## config.mk

```make
export PLATFORM = sky130hd
export DESIGN_NAME = uart_rx_assembler
export DESIGN_NICKNAME = d
export VERILOG_FILES = /design/src/rtl/uart_rx_assembler.sv
export SDC_FILE = /design/constraint.sdc
export NUM_CORES = 1
export LEC_CHECK = 0
export ABC_CLOCK_PERIOD_IN_PS = 6100
export BUFFER_PORTS_ARGS = -buffer_cell sky130_fd_sc_hd__buf_2
export CORE_ASPECT_RATIO = 0.6
export CORE_MARGIN = 1
export CORE_UTILIZATION = 40
export CTS_BUF_LIST = sky130_fd_sc_hd__clkbuf_4 sky130_fd_sc_hd__clkbuf_8 sky130_fd_sc_hd__clkbuf_16
export DETAILED_ROUTE_END_ITERATION = 8
export GPL_ROUTABILITY_DRIVEN = 0
export PLACE_DENSITY = 0.56
export RECOVER_POWER = 25
export SLEW_MARGIN = 20
export SYNTH_ARGS = -nofsm -noshare
export SYNTH_HDL_FRONTEND = slang
export SYNTH_SLANG_ARGS = --single-unit
```

## constraint.sdc

```tcl
create_clock -name clk -period 6.1 [get_ports clk]
set_input_delay 0.305 -clock clk [delete_from_list [all_inputs] [get_ports clk]]
set_output_delay 0.305 -clock clk [all_outputs]
set_load 0.05 [all_outputs]
```

## src/rtl/uart_rx_assembler.sv

```systemverilog
// Packs four LSB-first bytes from uart_rx into a 32-bit word.
// Partial words are dropped on rx_err or inter-byte timeout.
module uart_rx_assembler #(
  parameter int TIMEOUT_CYCLES = 100000,
  parameter int TIMEOUT_W      = 20
) (
  input  logic        clk,
  input  logic        rst,
  input  logic [7:0]  rx_data,
  input  logic        rx_valid,
  input  logic        rx_err,
  output logic [31:0] rx_float,
  output logic        rx_float_valid,
  output logic        timeout_err,
  output logic        frame_err,
  output logic [1:0]  byte_count
);

  typedef enum logic {
    IDLE,
    COLLECT
  } state_t;

  localparam bit TO_EN = (TIMEOUT_CYCLES > 0);
  localparam logic [TIMEOUT_W-1:0] TO_LAST =
    TIMEOUT_W'(TO_EN ? TIMEOUT_CYCLES - 1 : 0);

  state_t                 state;
  logic [23:0]            buffer;
  logic [TIMEOUT_W-1:0]   counter;

  always_ff @(posedge clk or posedge rst) begin
    if (rst) begin
      state          <= IDLE;
      buffer         <= '0;
      counter        <= '0;
      byte_count     <= '0;
      rx_float       <= '0;
      rx_float_valid <= 1'b0;
      timeout_err    <= 1'b0;
      frame_err      <= 1'b0;
    end else begin
      rx_float_valid <= 1'b0;
      timeout_err    <= 1'b0;
      frame_err      <= 1'b0;

      if (rx_err) begin
        // error wins over both byte acceptance and completion
        state      <= IDLE;
        byte_count <= '0;
        counter    <= '0;
        frame_err  <= 1'b1;
      end else if (rx_valid) begin
        counter <= '0;
        if (state == COLLECT && byte_count == 2'd3) begin
          rx_float       <= {rx_data, buffer};
          rx_float_valid <= 1'b1;
          byte_count     <= '0;
          state          <= IDLE;
        end else begin
          unique case (byte_count)
            2'd0:    buffer[7:0]   <= rx_data;
            2'd1:    buffer[15:8]  <= rx_data;
            default: buffer[23:16] <= rx_data;
          endcase
          byte_count <= byte_count + 2'd1;
          state      <= COLLECT;
        end
      end else if (state == COLLECT && TO_EN) begin
        if (counter == TO_LAST) begin
          state       <= IDLE;
          byte_count  <= '0;
          counter     <= '0;
          timeout_err <= 1'b1;
        end else begin
          counter <= counter + 1'b1;
        end
      end
    end
  end

endmodule

```

==> reports/results.txt <==
aggregate global routing overflow = 0
core box area = 8130 um2
Syn Inst Count = 266
max layer used = met4
die height = 74.1 um
Top delay family on crit path = simple AND/OR/NAND/NOR gates
# IOs = 49
max incr delay on CP = 430 ps
Final Cycle Share = 30.8%
pre-CTS WS = 4240 ps
Routed wire per std cell = 15.5 um
1st-iter DRT viols = 114
Cell Count, Final, Fillers Out = 432
worst hold slack = 173 ps
input/output buffers = 48
DRC viols = 0
crit path from = counter[0]
xor/xnor cell area share of the yosys netlist = 2.52%
Mapped Area = 3470 um2
die area = 9060 um2
crit path kind = flip-flop to flip-flop
number of setup buffers added after CTS = 0
Met2 Wirelength = 2.64 mm
post-synthesis compound-gate area fraction = 4.58%
Worst Skew = 3.46 ps
Post-Synth Simple-Gate Area = 11.8%
First-pass DRT Iterations = 4
Avg Inst Size Synth = 13.0 um2
Die Width = 122 um
Skew-Pair Late Insertion Delay = 330 ps
Power Internal = 1.00 mW
antenna violations before repair = 0
Setup TNS = 0 ps
standard-cell rows = 25
pin count of the biggest net entering global routing = 83
cts-stage hold buffer count = 0
cts repair resizes = 0
synthesis-to-layout area growth = 18.5%
met1 wire length = 3.57 mm
reg2reg setup slack = 4220 ps
CP Data Arrival Time = 2100 ps
critical path depth = 5
Post-synth ARST share = 100%
pwr dens = 326 nW/um2
Crit Path Max Fanout = 5
Detailed Place HPWL = 4.41 mm
Max Buffers Root-to-Sink = 2
CP cell instances = ha_1, and4_1, nand2_1, or3_1, a32o_1
Post-synth top flop = dfrtp_1
Slew HR = 51.2%
slowest stage cell, crit path = or3_1
CTS sink cnt = 82
status = completed
cts bufs inserted = 9
Routed WL = 6.68 mm
commonest cells after routing, fill and taps aside = 82 x dfrtp_1, 56 x mux2_2, 47 x buf_2
Comb power frac = 12.0%
Worst-Margin Slew = 732 ps
vias in the first global route = 2070
layout cells sized above 1 = 39.5%
CTS root buffer = clkbuf_16
met3 WL = 381 um
RSZ-0062 raised after global routing = false
placed cells = 416
Synth warnings = 0
total track usage = 16.7%
Initial Util = 42.7%
Crit Reg-Reg Endpoint = byte_count[0]
fraction of the mapped netlist area in adder cells = 1.44%
Final WS setup = 4220 ps
depth of the CTS H-tree = 3
Flop pwr share = 47.8%
WP data required = 6320 ps
CTS tree = done
vias per cell = 5.17
VDD IR max = 190 uV
crit path capture = byte_count[0]
main combinational cell family by area after synthesis = multiplexers
fin crit period = 1880 ps
DR vias = 2232
NumNets Final = 335
Yosys reg bits = 82
Pwr Total = 1.34 mW
fmax = 0.532 GHz
Max Slew Vio Count = 0
hold crit path type = input port to async pin
clock power share = 40.2%
NetSw = 0.339 mW
mux contribution to synthesized area = 18.2%
Fin. Hold Viols = 0
R2R Path Start = counter[0]
first-pass GRT wire length = 11.1 mm
MaxCap Viol Count = 0
crit end category = flip-flop
Worst Reg2Reg Path Length in Cells = 5
Final setup viols = 0
Crit path buffers/inverters = 0
Switching Fraction = 25.3%
commonest non-fill, non-tap cell in the layout = dfrtp_1
Worst-path clk slew = 60 ps
Lkg Pwr = 1.99 nW
syn nets = 282
Ant. Diodes = 0
post-synth cell types = 35
Seq/Total Area, Yosys = 59.1%
startpoint types = flip-flop
Final ANT Viol Nets = 0
EDFF count, synth = 0
## registers in the layout, summed over array words and instances, names as in the netlist
register,flops
rx_float,32
buffer,24
counter,20
frame_err,1
state,1
timeout_err,1
rx_float_valid,1
byte_count,2
## worst reg2reg max path: stages (launching register included)
cell and delay (ps):
dfrtp_1 410, ha_1 210, and4_1 310, nand2_1 170, or3_1 430, a32o_1 240
## cell families after synthesis
| group | count (synthesis) |
|---|---|
| simple gates | 74 |
| fa+ha+maj | 4 |
| mux | 56 |
| buf+inv | 15 |
| flops | 82 |
| compound gates | 25 |
| xor+xnor | 10 |
## routing by layer
metal | vias to the layer above | GRT usage, %
met3 | 10 | 6.52
li1 | 1058 | -
met4 | 0 | 6.10
met1 | 1113 | 25.0
met2 | 51 | 21.4
met5 | - | 0
## power by group through the flow
stage	combinational, mW	sequential [mW]	clock (mW)
2_1_floorplan	0.0792	0.688	0
3_3_place_gp	0.158	0.650	0
3_5_place_dp	0.163	0.651	0
4_1_cts	0.164	0.642	0.555
5_1_grt	0.174	0.650	0.581
6_report	0.161	0.642	0.539
## worst min path at each step
stage	to	slack (ps)	cells past startpoint
6_report	counter[19]	170	3
5_1_grt	buffer[8]	240	2
4_1_cts	frame_err	190	1
3_5_place_dp	rx_float[1]	490	1
3_3_place_gp	rx_float[30]	480	1
2_1_floorplan	frame_err	340	0
## cells in the mapped netlist, types with 6 or more instances
| cell type | count | area share (%) |
|---|---|---|
| buf_2 | 6 | 0.87 |
| nor2_1 | 15 | 1.6 |
| a21oi_1 | 9 | 1.3 |
| xor2_1 | 6 | 1.5 |
| or3_1 | 6 | 1.1 |
| dfrtp_1 | 82 | 59 |
| mux2_2 | 56 | 18 |
| nand4_1 | 6 | 1.1 |
| inv_1 | 6 | 0.65 |
| o21ai_0 | 6 | 0.87 |
| nand2_1 | 14 | 1.5 |
| nand3_1 | 6 | 0.87 |
## metrics by stage
step | area (um2) | util, %
3_3_place_gp | 3810 | 46.8
6_report | 4110 | 50.6
5_1_grt | 4110 | 50.6
4_1_cts | 4110 | 50.5
2_1_floorplan | 3470 | -
3_5_place_dp | 3810 | 46.8
## layout make-up
type                    instances  area (um2)
clock buffers                  11         246
clock inverters                 5        53.8
fillers                       725        4020
inverters                       6        23.8
multi-input cells             169        1340
flip-flops and latches         82        2050
well taps                     108         135
repair buffers                 51         265
Power figures use the tool's default switching activity.
